### src/rtl/mc_state_register_if.sv
// mc_state_register_if
//   Bundles everything the multicycle-controller state register exchanges with
//   the next-state logic, the memory port and the datapath.
//
//   Modports:
//     slave  - the state register itself (mc_state_register)
//     master - the surrounding controller/datapath/memory model
//
//   Signals:
//     next_state    in  4   proposed state from the next-state logic
//     mem_ready     in  1   memory completes the current access this cycle
//     mem_data      in  32  memory read data, [31:26] = opcode
//     current_state out 4   registered control state
//     opcode        out 6   latched opcode of the executing instruction
//     pc_write .. alu_src_a out 1 each, datapath enables/selects
//     alu_src_b     out 2   00 B, 01 const 4, 10 sext imm, 11 imm<<2
//     alu_op        out 2   00 add, 01 sub, 10 funct, 11 lui
//     pc_source     out 2   00 ALU, 01 ALUOut, 10 jump target
//     illegal       out 1   sticky illegal-opcode flag
//     retired       out CNT_W retired-instruction count
interface mc_state_register_if #(
  parameter int CNT_W = 16
);
  logic [3:0]       next_state;
  logic             mem_ready;
  logic [31:0]      mem_data;
  logic [3:0]       current_state;
  logic [5:0]       opcode;
  logic             pc_write;
  logic             pc_write_cond;
  logic             i_or_d;
  logic             mem_read;
  logic             mem_write;
  logic             ir_write;
  logic             mem_to_reg;
  logic             reg_write;
  logic             reg_dst;
  logic             alu_src_a;
  logic [1:0]       alu_src_b;
  logic [1:0]       alu_op;
  logic [1:0]       pc_source;
  logic             illegal;
  logic [CNT_W-1:0] retired;

  modport slave (
    input  next_state, mem_ready, mem_data,
    output current_state, opcode,
    output pc_write, pc_write_cond, i_or_d, mem_read, mem_write, ir_write,
    output mem_to_reg, reg_write, reg_dst, alu_src_a, alu_src_b, alu_op,
    output pc_source, illegal, retired
  );

  modport master (
    output next_state, mem_ready, mem_data,
    input  current_state, opcode,
    input  pc_write, pc_write_cond, i_or_d, mem_read, mem_write, ir_write,
    input  mem_to_reg, reg_write, reg_dst, alu_src_a, alu_src_b, alu_op,
    input  pc_source, illegal, retired
  );
endinterface

### src/rtl/mc_state_register.sv
// mc_state_register
//   Sequential half of the multicycle CPU controller: holds the control state,
//   latches the opcode at fetch, Moore-decodes the datapath controls, stalls
//   memory states on mem_ready, traps illegal opcodes and counts retirements.
//
//   Ports:
//     clk  in  system clock, rising edge
//     rst  in  asynchronous active-high reset
//     bus  slave modport of mc_state_register_if (see interface header)
//
//   state | meaning
//   ------+-------------------------------------------
//     0   | FETCH   - read instruction, PC += 4
//     1   | DECODE  - register read, branch target
//     2   | MEMADDR - lw/sw address compute
//     3   | MEMRD   - data memory read
//     4   | LDWB    - load writeback
//     5   | MEMWR   - data memory write
//     6   | REXEC   - R-type execute
//     7   | RWB     - R-type writeback
//     8   | BEQ     - branch compare
//     9   | JUMP    - jump
//    10   | IWB     - immediate writeback
//    11   | LUIEX   - lui execute
//    12   | ADDIEX  - addi execute
//   13,14 | unused, recover to FETCH
//    15   | TRAP    - illegal opcode, all controls off
module mc_state_register #(
  parameter int CNT_W = 16
) (
  input logic            clk,
  input logic            rst,
  mc_state_register_if.slave bus
);

  typedef enum logic [3:0] {
    ST_FETCH   = 4'd0,
    ST_DECODE  = 4'd1,
    ST_MEMADDR = 4'd2,
    ST_MEMRD   = 4'd3,
    ST_LDWB    = 4'd4,
    ST_MEMWR   = 4'd5,
    ST_REXEC   = 4'd6,
    ST_RWB     = 4'd7,
    ST_BEQ     = 4'd8,
    ST_JUMP    = 4'd9,
    ST_IWB     = 4'd10,
    ST_LUIEX   = 4'd11,
    ST_ADDIEX  = 4'd12,
    ST_UNUSED0 = 4'd13,
    ST_UNUSED1 = 4'd14,
    ST_TRAP    = 4'd15
  } state_e;

  state_e           state_q, state_d;
  logic [5:0]       opcode_q, opcode_d;
  logic             illegal_q, illegal_d;
  logic [CNT_W-1:0] retired_q, retired_d;
  logic             legal_op;
  logic             mem_state;
  logic             retire_src;

  always_comb begin
    legal_op = 1'b0;
    case (opcode_q)
      6'd0, 6'd2, 6'd4, 6'd8, 6'd15, 6'd35, 6'd43: legal_op = 1'b1;
      default:                                      legal_op = 1'b0;
    endcase
  end

  assign mem_state  = (state_q == ST_FETCH) || (state_q == ST_MEMRD) ||
                      (state_q == ST_MEMWR);
  assign retire_src = (state_q == ST_LDWB) || (state_q == ST_MEMWR) ||
                      (state_q == ST_RWB)  || (state_q == ST_BEQ)   ||
                      (state_q == ST_JUMP) || (state_q == ST_IWB);

  always_comb begin
    state_d   = state_e'(bus.next_state);
    opcode_d  = opcode_q;
    illegal_d = illegal_q;
    retired_d = retired_q;

    // Stall first so an unfinished access can never be skipped.
    if (mem_state && !bus.mem_ready) begin
      state_d = state_q;
    end else if (state_q == ST_DECODE && !legal_op) begin
      state_d = ST_TRAP;
    end else if (state_q == ST_UNUSED0 || state_q == ST_UNUSED1) begin
      state_d = ST_FETCH;
    end

    if (state_q == ST_FETCH && bus.mem_ready) begin
      opcode_d = bus.mem_data[31:26];
    end

    if (state_d == ST_TRAP) begin
      illegal_d = 1'b1;
    end

    // TRAP and the unused states are not in retire_src, so they never count.
    if (retire_src && state_d == ST_FETCH) begin
      retired_d = retired_q + CNT_W'(1);
    end
  end

  always_ff @(posedge clk or posedge rst) begin
    if (rst) begin
      state_q   <= ST_FETCH;
      opcode_q  <= 6'd0;
      illegal_q <= 1'b0;
      retired_q <= '0;
    end else begin
      state_q   <= state_d;
      opcode_q  <= opcode_d;
      illegal_q <= illegal_d;
      retired_q <= retired_d;
    end
  end

  // Moore decode; rst gates everything so no enable leaks while in reset.
  always_comb begin
    bus.pc_write      = 1'b0;
    bus.pc_write_cond = 1'b0;
    bus.i_or_d        = 1'b0;
    bus.mem_read      = 1'b0;
    bus.mem_write     = 1'b0;
    bus.ir_write      = 1'b0;
    bus.mem_to_reg    = 1'b0;
    bus.reg_write     = 1'b0;
    bus.reg_dst       = 1'b0;
    bus.alu_src_a     = 1'b0;
    bus.alu_src_b     = 2'b00;
    bus.alu_op        = 2'b00;
    bus.pc_source     = 2'b00;

    if (!rst) begin
      case (state_q)
        ST_FETCH: begin
          bus.mem_read  = 1'b1;
          bus.alu_src_b = 2'b01;
          bus.ir_write  = bus.mem_ready;
          bus.pc_write  = bus.mem_ready;
        end
        ST_DECODE: begin
          bus.alu_src_b = 2'b11;
        end
        ST_MEMADDR, ST_ADDIEX: begin
          bus.alu_src_a = 1'b1;
          bus.alu_src_b = 2'b10;
        end
        ST_MEMRD: begin
          bus.mem_read = 1'b1;
          bus.i_or_d   = 1'b1;
        end
        ST_LDWB: begin
          bus.reg_write  = 1'b1;
          bus.mem_to_reg = 1'b1;
        end
        ST_MEMWR: begin
          bus.mem_write = 1'b1;
          bus.i_or_d    = 1'b1;
        end
        ST_REXEC: begin
          bus.alu_src_a = 1'b1;
          bus.alu_op    = 2'b10;
        end
        ST_RWB: begin
          bus.reg_write = 1'b1;
          bus.reg_dst   = 1'b1;
        end
        ST_BEQ: begin
          bus.alu_src_a     = 1'b1;
          bus.alu_op        = 2'b01;
          bus.pc_write_cond = 1'b1;
          bus.pc_source     = 2'b01;
        end
        ST_JUMP: begin
          bus.pc_write  = 1'b1;
          bus.pc_source = 2'b10;
        end
        ST_IWB: begin
          bus.reg_write = 1'b1;
        end
        ST_LUIEX: begin
          bus.alu_src_a = 1'b1;
          bus.alu_src_b = 2'b10;
          bus.alu_op    = 2'b11;
        end
        default: begin
        end
      endcase
    end
  end

  assign bus.current_state = state_q;
  assign bus.opcode        = opcode_q;
  assign bus.illegal       = illegal_q;
  assign bus.retired       = retired_q;

endmodule

### src/flat_wrapper.sv
// flat-port wrapper written by rule: the top's interface ports become plain ports
module mc_state_register_flat 
#(
  parameter int CNT_W = 16
)
  (clk, rst, bus_next_state, bus_mem_ready, bus_mem_data, bus_current_state, bus_opcode, bus_pc_write, bus_pc_write_cond, bus_i_or_d, bus_mem_read, bus_mem_write, bus_ir_write, bus_mem_to_reg, bus_reg_write, bus_reg_dst, bus_alu_src_a, bus_alu_src_b, bus_alu_op, bus_pc_source, bus_illegal, bus_retired);
  mc_state_register_if #(.CNT_W(CNT_W)) bus_i ();
  input logic clk;
  input logic rst;
  input wire logic [$bits(bus_i.next_state)-1:0] bus_next_state;
  input wire logic [$bits(bus_i.mem_ready)-1:0] bus_mem_ready;
  input wire logic [$bits(bus_i.mem_data)-1:0] bus_mem_data;
  output wire logic [$bits(bus_i.current_state)-1:0] bus_current_state;
  output wire logic [$bits(bus_i.opcode)-1:0] bus_opcode;
  output wire logic [$bits(bus_i.pc_write)-1:0] bus_pc_write;
  output wire logic [$bits(bus_i.pc_write_cond)-1:0] bus_pc_write_cond;
  output wire logic [$bits(bus_i.i_or_d)-1:0] bus_i_or_d;
  output wire logic [$bits(bus_i.mem_read)-1:0] bus_mem_read;
  output wire logic [$bits(bus_i.mem_write)-1:0] bus_mem_write;
  output wire logic [$bits(bus_i.ir_write)-1:0] bus_ir_write;
  output wire logic [$bits(bus_i.mem_to_reg)-1:0] bus_mem_to_reg;
  output wire logic [$bits(bus_i.reg_write)-1:0] bus_reg_write;
  output wire logic [$bits(bus_i.reg_dst)-1:0] bus_reg_dst;
  output wire logic [$bits(bus_i.alu_src_a)-1:0] bus_alu_src_a;
  output wire logic [$bits(bus_i.alu_src_b)-1:0] bus_alu_src_b;
  output wire logic [$bits(bus_i.alu_op)-1:0] bus_alu_op;
  output wire logic [$bits(bus_i.pc_source)-1:0] bus_pc_source;
  output wire logic [$bits(bus_i.illegal)-1:0] bus_illegal;
  output wire logic [$bits(bus_i.retired)-1:0] bus_retired;
  assign bus_i.next_state = bus_next_state;
  assign bus_i.mem_ready = bus_mem_ready;
  assign bus_i.mem_data = bus_mem_data;
  assign bus_current_state = bus_i.current_state;
  assign bus_opcode = bus_i.opcode;
  assign bus_pc_write = bus_i.pc_write;
  assign bus_pc_write_cond = bus_i.pc_write_cond;
  assign bus_i_or_d = bus_i.i_or_d;
  assign bus_mem_read = bus_i.mem_read;
  assign bus_mem_write = bus_i.mem_write;
  assign bus_ir_write = bus_i.ir_write;
  assign bus_mem_to_reg = bus_i.mem_to_reg;
  assign bus_reg_write = bus_i.reg_write;
  assign bus_reg_dst = bus_i.reg_dst;
  assign bus_alu_src_a = bus_i.alu_src_a;
  assign bus_alu_src_b = bus_i.alu_src_b;
  assign bus_alu_op = bus_i.alu_op;
  assign bus_pc_source = bus_i.pc_source;
  assign bus_illegal = bus_i.illegal;
  assign bus_retired = bus_i.retired;
  mc_state_register #(.CNT_W(CNT_W)) u_core (.clk(clk), .rst(rst), .bus(bus_i));
endmodule
### config.mk
export PLATFORM = sky130hd
export DESIGN_NAME = mc_state_register_flat
export DESIGN_NICKNAME = d
export VERILOG_FILES = /design/src/rtl/mc_state_register_if.sv /design/src/rtl/mc_state_register.sv /design/src/flat_wrapper.sv
export SDC_FILE = /design/constraint.sdc
export NUM_CORES = 1
export LEC_CHECK = 0
export CAP_MARGIN = 20
export CORE_UTILIZATION = 40
export DETAILED_ROUTE_END_ITERATION = 16
export PLACE_DENSITY = 0.9
export SYNTH_ARGS = -nofsm -noshare
export SYNTH_HDL_FRONTEND = slang
export SYNTH_SLANG_ARGS = --single-unit
### constraint.sdc
create_clock -name clk -period 2.7 [get_ports clk]
set_input_delay 0.27 -clock clk [delete_from_list [all_inputs] [get_ports clk]]
set_output_delay 0.27 -clock clk [all_outputs]
set_load 0.05 [all_outputs]
Yosys cells after proc, flatten, opt, wreduce, memory -nomap -nowiden. Cells that the tools add are included.

Flip-flop bits (word level): 27. Bits of input ports: 39. Output and inout bits: 43. Word-level logic and storage cells: 79.

Add/sub/neg operators: 1. Eq/ne operators: 21. Mux-type cells: 30. Reductions and logical operators: 23.

Operator list (number): $eq 4x4->1 const B (8); $mux 1 (20); $add 16x1->16 const B (1); $eq 4x3->1 const B (4); $eq 6x4->1 const B (2); $eq 6x6->1 const B (2); $mux 4 (3); $pmux 2 s3 (2); $eq 4x2->1 const B (2); $logic_not 4->1 (2); $logic_or 1x1->1 (8); $reduce_or 7->1 (1); $eq 6x2->1 const B (1); $eq 6x3->1 const B (1); $logic_not 6->1 (1); $mux 2 (3); $reduce_or 3->1 (2); $reduce_or 5->1 (1); $eq 4x1->1 const B (1); $logic_and 1x1->1 (4); $pmux 2 s2 (1); $reduce_or 2->1 (2); $logic_not 1->1 (2); $pmux 1 s2 (1).

Logic depth before layout (Yosys ltp).
Depth in word-level cells: 9. Mapped depth: 7. Depth with buffers taken out: 5.

Worst setup path after synthesis. Ideal clock, no wire load.

Path type: register -> output. From: register u_core.state_q[2], in the netlist u_core.bus.current_state[2]. To: output bus_alu_src_b[0]. Arrival time: 2.626 ns. Slack: -0.196 ns. Stages on the path, launching flop included: 4. Path buffers: 2. Cell sequence: dfrtp_1 > clkbuf_1 > buf_1 > nor4_1.

Word-level cells in the longest chain between the ends: 4.

Ends and longest elaborated chain: from (decl) (line mc_state_register.sv:55) `state_e state_q, state_d;`; from (signal assigned) (line mc_state_register.sv:113) `state_q <= state_d;`; $eq 4x2->1 or $eq 4x4->1 (tied branches) (line mc_state_register.sv:137) `case (state_q)`; $reduce_or 3->1 (no source line); $pmux 2 s3 * (line mc_state_register.sv:137); $mux 2 * (line mc_state_register.sv:136) `if (!rst) begin`; to (decl) (line flat_wrapper.sv:25) `output wire logic [$bits(bus_i.alu_src_b)-1:0] bus_alu_src_b;`.

Mark *: on every way between the ends. The rest lies on a longest branch, timed or not.

Final worst setup path.
From: register u_core.state_q[3], in the netlist u_core.bus.current_state[3]. To: output bus_alu_op[1].

Word-level cells in the longest chain between the ends: 3.

Ends and longest elaborated chain: $eq 4x4->1 or $eq 4x3->1 (tied branches) (line mc_state_register.sv:137); $pmux 2 s3 * (line mc_state_register.sv:137); $mux 2 * (line mc_state_register.sv:136); to (decl) (line flat_wrapper.sv:26) `output wire logic [$bits(bus_i.alu_op)-1:0] bus_alu_op;`.

Marks and branches as above.

==> results.md <==
- TritonCTS Buffers: 3
- GR Util met3: 3.621%
- Synth Register Bits: 27
- Clk sink count: 27
- Overflow after GRT: 0
- Unrepaired setup endpoints after global routing: no
- IO Pins: 82
- Max Cap Violations: 0
- Post-synthesis net count: 213
- Reg clk slew, reported paths: 0.09 ns
- Worst Tran Pin Value: 0.5225 ns
- Drt first pass iters: 4
- Status: completed
- Pre-CTS setup slack: 0.2392 ns
- Crit path max fanout: 15
- Largest net degree at the start of global routing: 20
- Reg-to-reg startpoint: u_core.bus.current_state[3]
- Hold endpoint: u_core.bus.retired[15]
- DP Area: 2295 um^2
- R2R depth: 5
- Die footprint: 4341 um^2
- YS warnings: 0
- WL/cell: 13.70 um
- Cell variety after synth: 44
- Diodes inserted: 0
- CTS tree: done
- GRT busiest layer: met1
- Die W: 65.89 um
- Worst-path cell chain: nand2_1, nor2_1, a21oi_1, nor3b_2, clkdlybuf4s50_1
- Arr. time, crit path: 2.23 ns
- Core area: 3799 um^2
- Final #Nets: 267
- Antenna viol nets, final: 0
- Hold Path Origin: u_core.bus.retired[15]
- Vias: 1456
- Synthesis-to-finish area growth: 43.60%
- Multi-input logic area: 882.1 um^2
- Max-slew violations: 0
- M2 GR Usage: 27.17%
- DP HPWL: 2.796 mm
- DRC Markers: 0
- Row count: 22
- Starting density of the core: 42.98%
- I/O Buffers: 55
- Storage cell area: 676.9 um^2
- Worst path required time: 2.43 ns
- Max Fclk: 399.5 MHz
- Met1 Use GR: 27.22%
- Final WS setup: 0.1967 ns
- Maximum VDD drop: 0.9838 mV
- Chip Height: 65.89 um
- Critical path's top delay family: buffers and inverters
- First-pass GRT wire length: 6.272 mm
- Vias in the first global route: 1294
- Synth Instances: 173
- Design area: 2345 um^2
- Initial DRC count: 66
- Worst r2r dst: u_core.bus.retired[13]
- Share of post-route cells with drive strength above 1: 18.14%
- Detailed Route WL: 3.754 mm
- R2r setup slk: 0.37 ns
- Final setup vio count: 0
- Final Hold Fails: 0
- WHS Path Cells: 1
- Synthesized area per cell: 9.438 um^2
- Startpoint types: flip-flop
- Vias per cell: 5.314
- Final cycle utilization of the critical path: 92.72%
- Final Core Density: 61.73%
- GRT Resource Usage Total: 18.67%
- Buf/Inv on CP: 1
- Post-CTS Setup Bufs: 0
- Antenna violations before repair: 0
- Worst min path class: flip-flop to flip-flop
- Clk buf depth: 2
- Delay of the slowest cell on the worst path: 0.82 ns
- Sequential-to-total area share from yosys stat: 41.38%
- Final Critical Period: 2.503 ns
- Clock latency on the worst-skew pair: 0.28 ns
- CP Capture Type: output port
- Fillers: 323
- GP Congestion: 0.8382
- Power density over cell area: 1083 nW/um^2
- Clk_skew: 0.001454 ns
- H-tree depth: 1
- Setup CP Type: flip-flop to output port
- Synth Cell Area: 1633 um^2
- Setup TNS: 0 ns
- Root Buffer: clkbuf_8
- P_leak: 0.9610 nW
- Slew margin rel.: 65.06%
- Total power: 2.540 mW
- Slowest-stage cell, CP: clkdlybuf4s50_1
## logic make-up (layout without fill, tap and decap cells)
family / Yosys count / count (layout) / synth area share (%)
and+or+nand+nor: 72 / 72 / 24.98
AOI/OAI and AO/OA: 27 / 27 / 10.81
DFF: 27 / 27 / 41.38
adders and majority gates: 2 / 2 / 1.379
xor gates and xnor gates: 19 / 19 / 10.65
muxes: 7 / 7 / 4.827
buffers and inverters: 19 / 72 / 5.977
## synth_stat cells, drive strengths merged
master   count  share of area [%]
dfrtp       27                 41
nor2        19                4.4
nor3        12                5.7
xor2        12                6.9
a21oi       10                3.1
nand2       10                2.3
inv          9                2.1
mux2         7                4.8
xnor2        7                3.8
nand3        6                1.8
buf          5                2.8
clkbuf       5                1.1
o21ai        5                1.5
nor4         4                2.3
or2          4                1.5
and3         3                1.1
nand4        3                1.1
nor2b        3                1.1
nand2b       2               0.77
nor3b        2               0.92
o22ai        2               0.77
or3          2               0.77
a211o        1               0.54
a221o        1               0.69
a22oi        1               0.46
a2bb2oi      1               0.54
a311o        1               0.61
a31o         1               0.54
and4         1               0.54
ha           1               0.77
maj3         1               0.61
nand4b       1               0.54
o211ai       1               0.46
o221ai       1               0.54
o22a         1               0.54
o311ai       1               0.54
## worst max-delay path by stage
stage	from	to	slack [ns]	cells past startpoint
after global placement	bus_mem_ready	u_core.bus.retired[15]	0.31	6
after floorplan	u_core.bus.current_state[0]	bus_mem_write	0.07	4
after CTS	u_core.bus.current_state[0]	bus_alu_op[1]	0.04	5
after detailed placement	bus_mem_ready	u_core.bus.retired[13]	0.24	6
final	u_core.bus.current_state[3]	bus_alu_op[1]	0.20	5
after global routing	u_core.bus.current_state[3]	bus_reg_write	0.08	5
## cell usage in the layout (no fill, tap or decap), drive strengths merged, types with 9 or more instances in the layout
cell type and instances:
buf 14, dfrtp 27, nand2 10, inv 9
xor2 12, nor3 12, clkdlybuf4s50 45, a21oi 10
nor2 19
## flip-flops by register name, summed over array words and instances, names as in the netlist
signal,flops
u_core.bus.retired,16
u_core.bus.opcode,6
u_core.bus.current_state,4
u_core.bus.illegal,1
## through the flow
step / hold slack [ns] / std cells
6_report: 0.4722 / 274
5_1_grt: 0.4913 / 274
4_1_cts: 0.4799 / 274
3_5_place_dp: 0.4611 / 270
3_3_place_gp: 0.4573 / 270
2_1_floorplan: 0.3418 / 173
## report_power, final
group          switching, mW  internal, mW
registers              0.217         0.514
clock network          0.132         0.105
logic                  0.977         0.595
total                   1.33          1.21
## layer usage
| metal | share of wire [%] | vias to the layer above |
|---|---|---|
| li1 | - | 709 |
| met5 | 0 | - |
| met1 | 47 | 692 |
| met3 | 5.6 | 6 |
| met2 | 46 | 49 |
| met4 | 1.8 | 0 |
## area by class of cell
type	instances	share of cell area [%]
inverters	9	1.441
multi-input cells	127	37.62
repair buffers	59	27.43
well taps	48	2.561
clock inverters	1	0.3202
clock buffers	3	1.761
flip-flops and latches	27	28.87
## repair_timing
action / CTS / global route
endpoints found under the setup margin: 0 / 4
hold buffers: 0 / 0
endpoints found under the hold margin: 0 / 0
resized for setup: 0 / 1
Note: power is estimated with default switching activity, not from simulation.
